==> src/rtl/nios2_oci_dct_packer.sv <==
// nios2_oci_dct_packer: packs 2-bit branch codes into a 30-bit buffer and
// emits 36-bit trace frames on fill or flush via a valid/ready handshake.
`default_nettype none

module nios2_oci_dct_packer (
  input  logic        clk,
  input  logic        reset,
  input  logic        trc_enable,
  input  logic        dct_valid,
  input  logic [1:0]  dct_code,
  input  logic        flush,
  input  logic        frame_ready,
  output logic        frame_valid,
  output logic [35:0] frame_data,
  output logic [29:0] dct_buffer,
  output logic [3:0]  dct_count,
  output logic [7:0]  drop_count,
  output logic        trc_idle
);

  localparam logic [3:0] C_FULL = 4'd15;

  logic [29:0] dct_buffer_q, dct_buffer_d;
  logic [3:0]  dct_count_q,  dct_count_d;
  logic        frame_valid_q, frame_valid_d;
  logic [35:0] frame_data_q, frame_data_d;
  logic [7:0]  drop_count_q, drop_count_d;
  logic        ovf_q, ovf_d;
  logic        flush_pend_q, flush_pend_d;

  logic w_acc;
  logic w_full;
  logic w_free;
  logic w_xfer;

  assign w_acc  = trc_enable && dct_valid && (dct_code != 2'b00);
  assign w_full = (dct_count_q == C_FULL);
  assign w_free = !frame_valid_q || frame_ready;
  assign w_xfer = w_free && (w_full || (flush_pend_q && (dct_count_q != 4'd0)));

  always_comb begin
    dct_buffer_d  = dct_buffer_q;
    dct_count_d   = dct_count_q;
    frame_valid_d = frame_valid_q;
    frame_data_d  = frame_data_q;
    drop_count_d  = drop_count_q;
    ovf_d         = ovf_q;
    flush_pend_d  = flush_pend_q;

    if (w_xfer) begin
      frame_data_d  = {ovf_q, !w_full, dct_count_q, dct_buffer_q};
      frame_valid_d = 1'b1;
      ovf_d         = 1'b0;
      // A code arriving with the transfer starts the fresh buffer.
      if (w_acc) begin
        dct_buffer_d = {dct_code, 28'd0};
        dct_count_d  = 4'd1;
      end else begin
        dct_buffer_d = 30'd0;
        dct_count_d  = 4'd0;
      end
    end else begin
      if (frame_valid_q && frame_ready)
        frame_valid_d = 1'b0;
      if (w_acc) begin
        if (w_full) begin
          ovf_d = 1'b1;
          if (drop_count_q != 8'hFF)
            drop_count_d = drop_count_q + 8'd1;
        end else begin
          dct_buffer_d = {dct_code, dct_buffer_q[29:2]};
          dct_count_d  = dct_count_q + 4'd1;
        end
      end
    end

    // An empty buffer retires a pending flush without emitting a frame.
    if (flush_pend_q && (dct_count_q == 4'd0) && !w_acc)
      flush_pend_d = 1'b0;
    if (w_xfer)
      flush_pend_d = 1'b0;
    if (flush)
      flush_pend_d = 1'b1;
  end

  always_ff @(posedge clk or posedge reset) begin
    if (reset) begin
      dct_buffer_q  <= 30'd0;
      dct_count_q   <= 4'd0;
      frame_valid_q <= 1'b0;
      frame_data_q  <= 36'd0;
      drop_count_q  <= 8'd0;
      ovf_q         <= 1'b0;
      flush_pend_q  <= 1'b0;
    end else begin
      dct_buffer_q  <= dct_buffer_d;
      dct_count_q   <= dct_count_d;
      frame_valid_q <= frame_valid_d;
      frame_data_q  <= frame_data_d;
      drop_count_q  <= drop_count_d;
      ovf_q         <= ovf_d;
      flush_pend_q  <= flush_pend_d;
    end
  end

  assign frame_valid = frame_valid_q;
  assign frame_data  = frame_data_q;
  assign dct_buffer  = dct_buffer_q;
  assign dct_count   = dct_count_q;
  assign drop_count  = drop_count_q;
  assign trc_idle    = (dct_count_q == 4'd0) && !frame_valid_q && !flush_pend_q;

endmodule

`default_nettype wire
==> config.mk <==
export PLATFORM = sky130hd
export DESIGN_NAME = nios2_oci_dct_packer
export DESIGN_NICKNAME = d
export VERILOG_FILES = /design/src/rtl/nios2_oci_dct_packer.sv
export SDC_FILE = /design/constraint.sdc
export NUM_CORES = 1
export LEC_CHECK = 0
export CORE_MARGIN = 2
export CORE_UTILIZATION = 48
export DETAILED_ROUTE_END_ITERATION = 12
export PLACE_DENSITY_LB_ADDON = 0.3
export SYNTH_ARGS = -nofsm -noshare
export SYNTH_HDL_FRONTEND = slang
export SYNTH_SLANG_ARGS = --single-unit
export TNS_END_PERCENT = 1
==> constraint.sdc <==
create_clock -name clk -period 3.6 [get_ports clk]
set_input_delay 0.72 -clock clk [delete_from_list [all_inputs] [get_ports clk]]
set_output_delay 0.72 -clock clk [all_outputs]
set_load 0.02 [all_outputs]
# Yosys cells after proc, flatten, opt, wreduce, memory -nomap -nowiden
# Index checks and enable logic that the tools add are counted.
# word_totals
register_bits	81
inputBits	8
output_inout_bits	80
word_cells	54
# classes
n_addsub	2
eq_ne	3
mux	16
n_bitwise	1
reduce_logical	25
# op_table
op	n
$mux W30	4
$mux W4	3
$logic_and A1 B1 Y1	9
$mux W1	9
$add A8 B1 Y8 const B	1
$ne A8 B8 Y1 const B	1
$reduce_bool A2 Y1	4
$add A4 B1 Y4 const B	1
$eq A4 B4 Y1 const B	1
$logic_not A1 Y1	4
$logic_not A4 Y1	1
$reduce_and A2 Y1	2
$reduce_and A4 Y1	1
$reduce_bool A4 Y1	1
$reduce_bool A3 Y1	1
$logic_or A1 B1 Y1	2
$ne A2 B1 Y1 const B	1
$not A1 Y1	1

# Longest topological paths before layout
# Gate-level depths: netlist of run 1.
# logic_depth
ltp_word	7
ltp_mapped	9
ltp_nobuf	7

# Worst setup path after synthesis of run 1
# No wires, ideal clock.
# synth_timing
kind	register to output
start	register dct_count_q[0] (netlist: dct_count[0])
end	output trc_idle
arrival_ps	1450
required_ps	2880
slack_ps	1430
path_stages_with_launch	5
path_cell_list	dfrtp_1 inv_1 ha_1 nand2b_1 nor4_1
# synth_between
elab_chain_cells	3
# synth_lines
item	line_no	source
start: declaration	24	logic [3:0] dct_count_q, dct_count_d;
start signal: assignment	97	dct_count_q <= dct_count_d;
$logic_not A4 Y1	111	assign trc_idle = (dct_count_q == 4'd0) && !frame_valid_q && !flush_pend_q;
$logic_and A1 B1 Y1 (2 in a row)	111	
end: declaration	18	output logic trc_idle
# No other way between the ends.

# Worst setup path after layout of run 1
# Same ends and word-level chain as after synthesis.

==> impl_metrics.py, run 1 <==
metrics = {
    "sta": {
        "hold_viol": 0,
        "layout_min_cycle_time_ns": 2.75,
        "setup_viol": 0,
        "finalSetupTns_ns": 0,
        "fin_crit_sh_pct": 76.5,
        "tightest_slew_ns": 0.760,
        "max_slew_margin_pct": 49.2,
        "rsz0062_at_grt": "no",
        "fmax_mhz": 363,
        "slew_violations": 0,
        "skew_ns": 0.0113,
    },
    "clocking": {
        "cts_made_buffers": 9,
        "clk_latency_ns": 0.34,
        "post_cts_buffers": 0,
        "cts.clk_slew.worst_paths_ns": 0.08,
        "cts-resized-gates": 0,
        "cts_root_buf": "clkbuf_8",
        "clkSinkCount": 81,
        "ctsHtreeMaxLevel": 3,
        "clockBufferDepth": 2,
        "cts_hold_buffers": 0,
        "cts_tree": "done",
    },
    "synthesis": {
        "syn_area_sq_mm": 0.00331,
        "syn-num-nets": 361,
        "postSynthCellCount": 350,
        "synth.yosys.seq_area_share_pct": 61.2,
        "ys_ff_latch": 81,
        "syn-mean-instance-area_sq_um": 9.46,
        "synth_cell_types": 30,
        "yosysWarnings": 0,
    },
    "routing": {
        "vias": 2643,
        "drc": 0,
        "drt_iter0_markers": 112,
        "dr.pass1.iters": 4,
        "ant_nets": 0,
        "wire_per_inst_um": 13.9,
        "totalWireLength_mm": 7.28,
        "viasPerCell": 5.05,
    },
    "grt": {
        "overflow": 0,
        "grt_max_degree": 41,
        "antenna_found_initial": 0,
        "grt_usage_pct": 20.5,
        "grt_pass1_wl_mm": 12.1,
        "grt_pass1_vias": 2519,
    },
    "worst_setup_path": {
        "critPathCaptureType": "primary output",
        "arrival_ns": 2.03,
        "path_max_fanout": 4,
        "setup.worst_path.class": "register to primary output",
        "worstSetupStartpointType": "register",
        "cp.required_ns": 2.88,
    },
    "finish": {
        "nets": 449,
        "synthToLayoutAreaGrowth_pct": 34.3,
        "diodes": 0,
        "mostFrequentLayoutCells": "nand2_1, clkdlybuf4s50_1, dfrtp_1",
        "finalNonFillerCells": 523,
        "fillers": 542,
        "drive_gt1_share_pct": 8.13,
        "layout_commonest_cell": "nand2_1",
    },
    "floorplanning": {
        "initial_core_util_pct": 49.3,
        "die_x_um": 87.1,
        "row_count": 30,
        "core_region_area_sq_mm": 0.00672,
        "io_pins": 88,
        "dieArea_sq_mm": 0.00758,
        "die_h_um": 87.1,
    },
    "place": {
        "numPortBuffers": 87,
        "hpwlAfterDp_mm": 4.99,
        "dp.cells": 507,
        "place.gp.congestion": 0.756,
    },
    "status": {
        "status": "complete, no violations",
    },
    "hold_path": {
        "hp-class": "register to register",
    },
    "power": {
        "p_per_area_mw_per_mm2": 549,
        "p_leak_nw": 2.09,
        "peakVddDrop_mv": 0.346,
    },
    "flow_run": {
        "cap_violations": 0,
    },
}
power by group:
group          switching (W)  total, W  internal (W)  leakage, nW
clock               0.000317  0.000637      0.000320       0.0933
combinational       0.000470  0.000727      0.000258        0.885
sequential         0.0000800   0.00108      0.000997         1.11
total               0.000867   0.00244       0.00157         2.09
state kept, by name, summed over array words and instances, names as in the netlist:
name,flops
flush_pend_q,1
ovf_q,1
frame_valid,1
frame_data,36
dct_buffer,30
drop_count,8
dct_count,4
routing by layer:
metal / vias up / wire length (um) / GRT usage, % / share of wire (%)
met5: - / 0 / 0 / 0
met4: 0 / 70 / 5.54 / 0.96
met3: 8 / 375 / 6.16 / 5.1
met2: 73 / 3450 / 32.7 / 47
met1: 1279 / 3390 / 27.5 / 47
li1: 1283 / - / - / -
cell type report:
class                           count  area [sq um]  share of cell area [%]
Clock inverter                      5          56.3                    1.27
Multi-Input combinational cell    248          1190                    26.8
Timing Repair Buffer               94           923                    20.8
Inverter                            4          16.3                   0.366
Clock buffer                       11           131                    2.96
Sequential cell                    81          2030                    45.6
Tap cell                           80           100                    2.25
Yosys cell counts:
library cell  count  share of area [%]
nand2_1         164                 19
dfrtp_1          81                 61
a21oi_1          32                4.8
buf_2            10                1.5
nor2_1           10                1.1
xor2_1            8                2.1
clkbuf_1          6               0.68
inv_1             4               0.45
nand3_1           4               0.60
ha_1              3                1.1
nor3_2            3               0.91
a32o_1            2               0.60
nand2b_1          2               0.38
nand3_2           2               0.60
nand4_1           2               0.38
o21ai_0           2               0.30
xnor2_1           2               0.53
a21o_1            1               0.23
a21o_2            1               0.26
a221o_2           1               0.34
a31o_2            1               0.26
and2_1            1               0.19
and2b_4           1               0.30
and3_4            1               0.34
buf_6             1               0.34
mux2_2            1               0.34
nor2b_1           1               0.19
nor4_1            1               0.19
o2111ai_4         1               0.79
o211ai_1          1               0.23
cells by family (layout without fill, tap and decap cells):
kind of cell	after synthesis	count (layout)	share of synthesized area [%]
XOR/XNOR	10	10	2.65
multiplexers	1	1	0.340
adder cells (fa/ha/maj)	3	3	1.13
flip-flops	81	81	61.2
buffers and inverters	21	114	2.99
AND/OR/NAND/NOR	192	192	23.8
AO/OA/AOI/OAI	42	42	7.86
path summary, 6_finish.rpt:
kind / cells after the start / slack [ns] / startpoint / end
max in group asynchronous: 3 / 2.20 / reset / dct_buffer[22]$_DFFE_PP0P_
hold / removal: 2 / 0.47 / frame_data[2]$_DFFE_PP0P_ / frame_data[2]$_DFFE_PP0P_
hold reg to reg: 2 / 0.47 / frame_data[2]$_DFFE_PP0P_ / frame_data[2]$_DFFE_PP0P_
setup / recovery: 5 / 0.85 / dct_count[0]$_DFFE_PP0P_ / trc_idle
setup reg to reg: 6 / 1.39 / dct_count[0]$_DFFE_PP0P_ / dct_buffer[29]$_DFFE_PP0P_
min in group asynchronous: 2 / 0.68 / reset / dct_count[0]$_DFFE_PP0P_
stage by stage:
step           hold slack (ns)  util (%)  total power, W  cell area [sq um]  setup WS, ns
2_1_floorplan            0.447         -         0.00155               3310         0.800
3_3_place_gp             0.448      63.4         0.00182               4260         0.902
3_5_place_dp             0.455      63.4         0.00183               4260         0.821
4_1_cts                  0.472      66.2         0.00247               4450         0.801
5_1_grt                  0.482      66.2         0.00258               4450         0.685
6_report                 0.468      66.2         0.00244               4450         0.846
critical path: stages (launching register included):
cell,delay (ns)
dfrtp_1,0.41
inv_1,0.11
ha_1,0.15
nand2b_1,0.11
nor4_1,0.24
clkdlybuf4s50_1,0.67
Note: power is estimated with default switching activity, not from simulation.
==> run 2, diff against run 1 <==
- CORE_UTILIZATION: 48 -> 43
- clock period: 3.6 -> 2.4 ns (I/O delays scaled with it)
==> run 2 against run 1 <==
Compared with the run above:
- worst setup slack worse by 0.68 ns
- first-iteration DRC count up 5.4%
- clock-buffer cell count unchanged
- via count is 1.1% higher
- critical path depth unchanged
- clock skew fell by 0.0014 ns
- utilization decreased by 3.9 points
- flip-flop and latch count unchanged
- routed wire length grew 0.84%
- combinational power up 61%
- sequential power grew 50%
- critical path type unchanged
==> impl_metrics.py, run 2 (synthesized netlist as in run 1, its figures left out) <==
metrics = {
    "status": {
        "status": "complete, no violations",
    },
    "power": {
        "p_int_w": 0.00267,
        "combPwrFrac_pct": 29.5,
        "peakVddDrop_mv": 0.512,
        "power_w": 0.00399,
        "switchingPower_w": 0.00132,
        "clockPowerShare_pct": 29.9,
        "p_leak_nw": 2.14,
        "power.share.switching_pct": 33.1,
        "p_seq_share_pct": 40.6,
        "p_per_area_mw_per_mm2": 868,
    },
    "sta": {
        "fin_crit_sh_pct": 92.9,
        "fmax_mhz": 448,
        "layout_min_cycle_time_ns": 2.23,
        "max_slew_margin_pct": 71.4,
        "finalSetupTns_ns": 0,
        "tightest_slew_ns": 0.428,
        "hold_viol": 0,
        "skew_ns": 0.00985,
        "slew_violations": 0,
        "setup_viol": 0,
        "rsz0062_at_grt": "no",
    },
    "worst_setup_path": {
        "cp.required_ns": 1.92,
        "rrSetupSlack_ns": 0.60,
        "slowest_delay_ns": 0.42,
        "critPathCaptureType": "primary output",
        "path_max_fanout": 4,
        "setup.worst_path.class": "register to primary output",
        "arrival_ns": 1.75,
        "crit_chain": "inv_1 > ha_1 > nand2b_1 > nor4_1 > dlygate4sd2_1",
        "slowest_stage": "dfrtp_1",
        "worstSetupStartpointType": "register",
    },
    "clocking": {
        "cts_made_buffers": 9,
        "cts_hold_buffers": 0,
        "clk_latency_ns": 0.34,
        "cts_root_buf": "clkbuf_8",
        "ctsHtreeMaxLevel": 3,
        "clockBufferDepth": 2,
        "cts_tree": "done",
        "cts.clk_slew.worst_paths_ns": 0.08,
        "clkSinkCount": 81,
    },
    "finish": {
        "drive_gt1_share_pct": 8.76,
        "fillers": 646,
        "largest_reg_flops": 36,
        "nets": 451,
        "multi_input_area_sq_mm": 0.00119,
        "diodes": 0,
        "layout_commonest_cell": "nand2_1",
        "synthToLayoutAreaGrowth_pct": 38.7,
        "regArea_sq_mm": 0.00203,
        "mostFrequentLayoutCells": "nand2_1, clkdlybuf4s50_1, dfrtp_1",
    },
    "floorplanning": {
        "die_h_um": 91.7,
        "core_region_area_sq_mm": 0.00737,
        "initial_core_util_pct": 44.9,
        "io_pins": 88,
        "dieArea_sq_mm": 0.00842,
        "die_x_um": 91.7,
        "row_count": 31,
    },
    "place": {
        "place.gp.congestion": 0.819,
        "numPortBuffers": 87,
        "hpwlAfterDp_mm": 4.96,
    },
    "grt": {
        "overflow": 0,
        "antenna_found_initial": 0,
        "grt_pass1_vias": 2680,
        "grt_pass1_wl_mm": 12.6,
        "grt_max_degree": 82,
        "grt_usage_pct": 18.7,
    },
    "routing": {
        "viasPerCell": 4.91,
        "ant_nets": 0,
        "totalWireLength_mm": 7.34,
        "dr.pass1.iters": 7,
        "vias": 2671,
        "drt_iter0_markers": 118,
        "wire_per_inst_um": 13.5,
        "drc": 0,
    },
    "flow_run": {
        "cap_violations": 0,
    },
    "hold_path": {
        "hp-class": "register to register",
    },
}
-- run 2: layout make-up --
type	instances	area share [%]
Timing Repair Buffer	96	21.5
Tap cell	99	2.70
Multi-Input combinational cell	248	25.9
Clock inverter	5	2.23
Clock buffer	11	3.08
Sequential cell	81	44.1
Inverter	4	0.409
-- run 2: power by group through the flow --
stage	combinational, W	sequential [W]	clock [W]
2_1_floorplan	0.000550	0.00177	0
3_3_place_gp	0.00118	0.00164	0
3_5_place_dp	0.00119	0.00164	0
4_1_cts	0.00119	0.00162	0.00121
5_1_grt	0.00129	0.00164	0.00127
6_report	0.00117	0.00162	0.00119
-- run 2: path summary, 6_finish.rpt --
kind	start	to	cells after the start
max in group asynchronous	reset	frame_data[34]$_DFFE_PP0P_	3
worst max register to register	dct_count[0]$_DFFE_PP0P_	dct_buffer[28]$_DFFE_PP0P_	7
worst min-delay path	frame_data[1]$_DFFE_PP0P_	frame_data[1]$_DFFE_PP0P_	2
worst max-delay path	dct_count[0]$_DFFE_PP0P_	trc_idle	5
worst min register to register	frame_data[1]$_DFFE_PP0P_	frame_data[1]$_DFFE_PP0P_	2
min in group asynchronous	reset	drop_count[0]$_DFFE_PP0P_	3
-- run 2: routing by layer --
| layer | routed length, um | part of all wire, % | up-vias | GRT usage [%] |
|---|---|---|---|---|
| met4 | 74 | 1.0 | 0 | 6.72 |
| met2 | 3550 | 48 | 69 | 31.7 |
| met1 | 3370 | 46 | 1297 | 23.7 |
| li1 | - | - | 1297 | - |
| met5 | 0 | 0 | - | 0 |
| met3 | 351 | 4.8 | 8 | 3.86 |
-- run 2: what timing repair did --
item	4_1_cts	5_1_grt
setup buffers	0	0
gates resized for setup	1	0
setup endpoints to repair	1	0
-- run 2: through the flow --
stage	hold WS [ns]	utilization, %	worst slack [ns]	area, sq um	std cells
6_report	0.467	62.3	0.170	4590	544
5_1_grt	0.497	62.3	0.0272	4590	544
4_1_cts	0.473	62.3	0.128	4590	544
3_5_place_dp	0.455	59.0	0.211	4350	528
3_3_place_gp	0.448	59.0	0.257	4350	528
2_1_floorplan	0.447	-	0.470	3310	350
-- run 2: worst max-delay path, delay by kind of cell, from the launching register on --
family                     cells  cell delay (ns)
buffers and inverters          2             0.48
DFF                            1             0.42
and+or+nand+nor                2             0.35
adders and majority gates      1             0.16
==> run 3, diff against run 2 <==
- GPL_ROUTABILITY_DRIVEN: unset -> 1
==> results of run 3 <==
No change in the layout: final DEF, timing and power equal those of run 2.
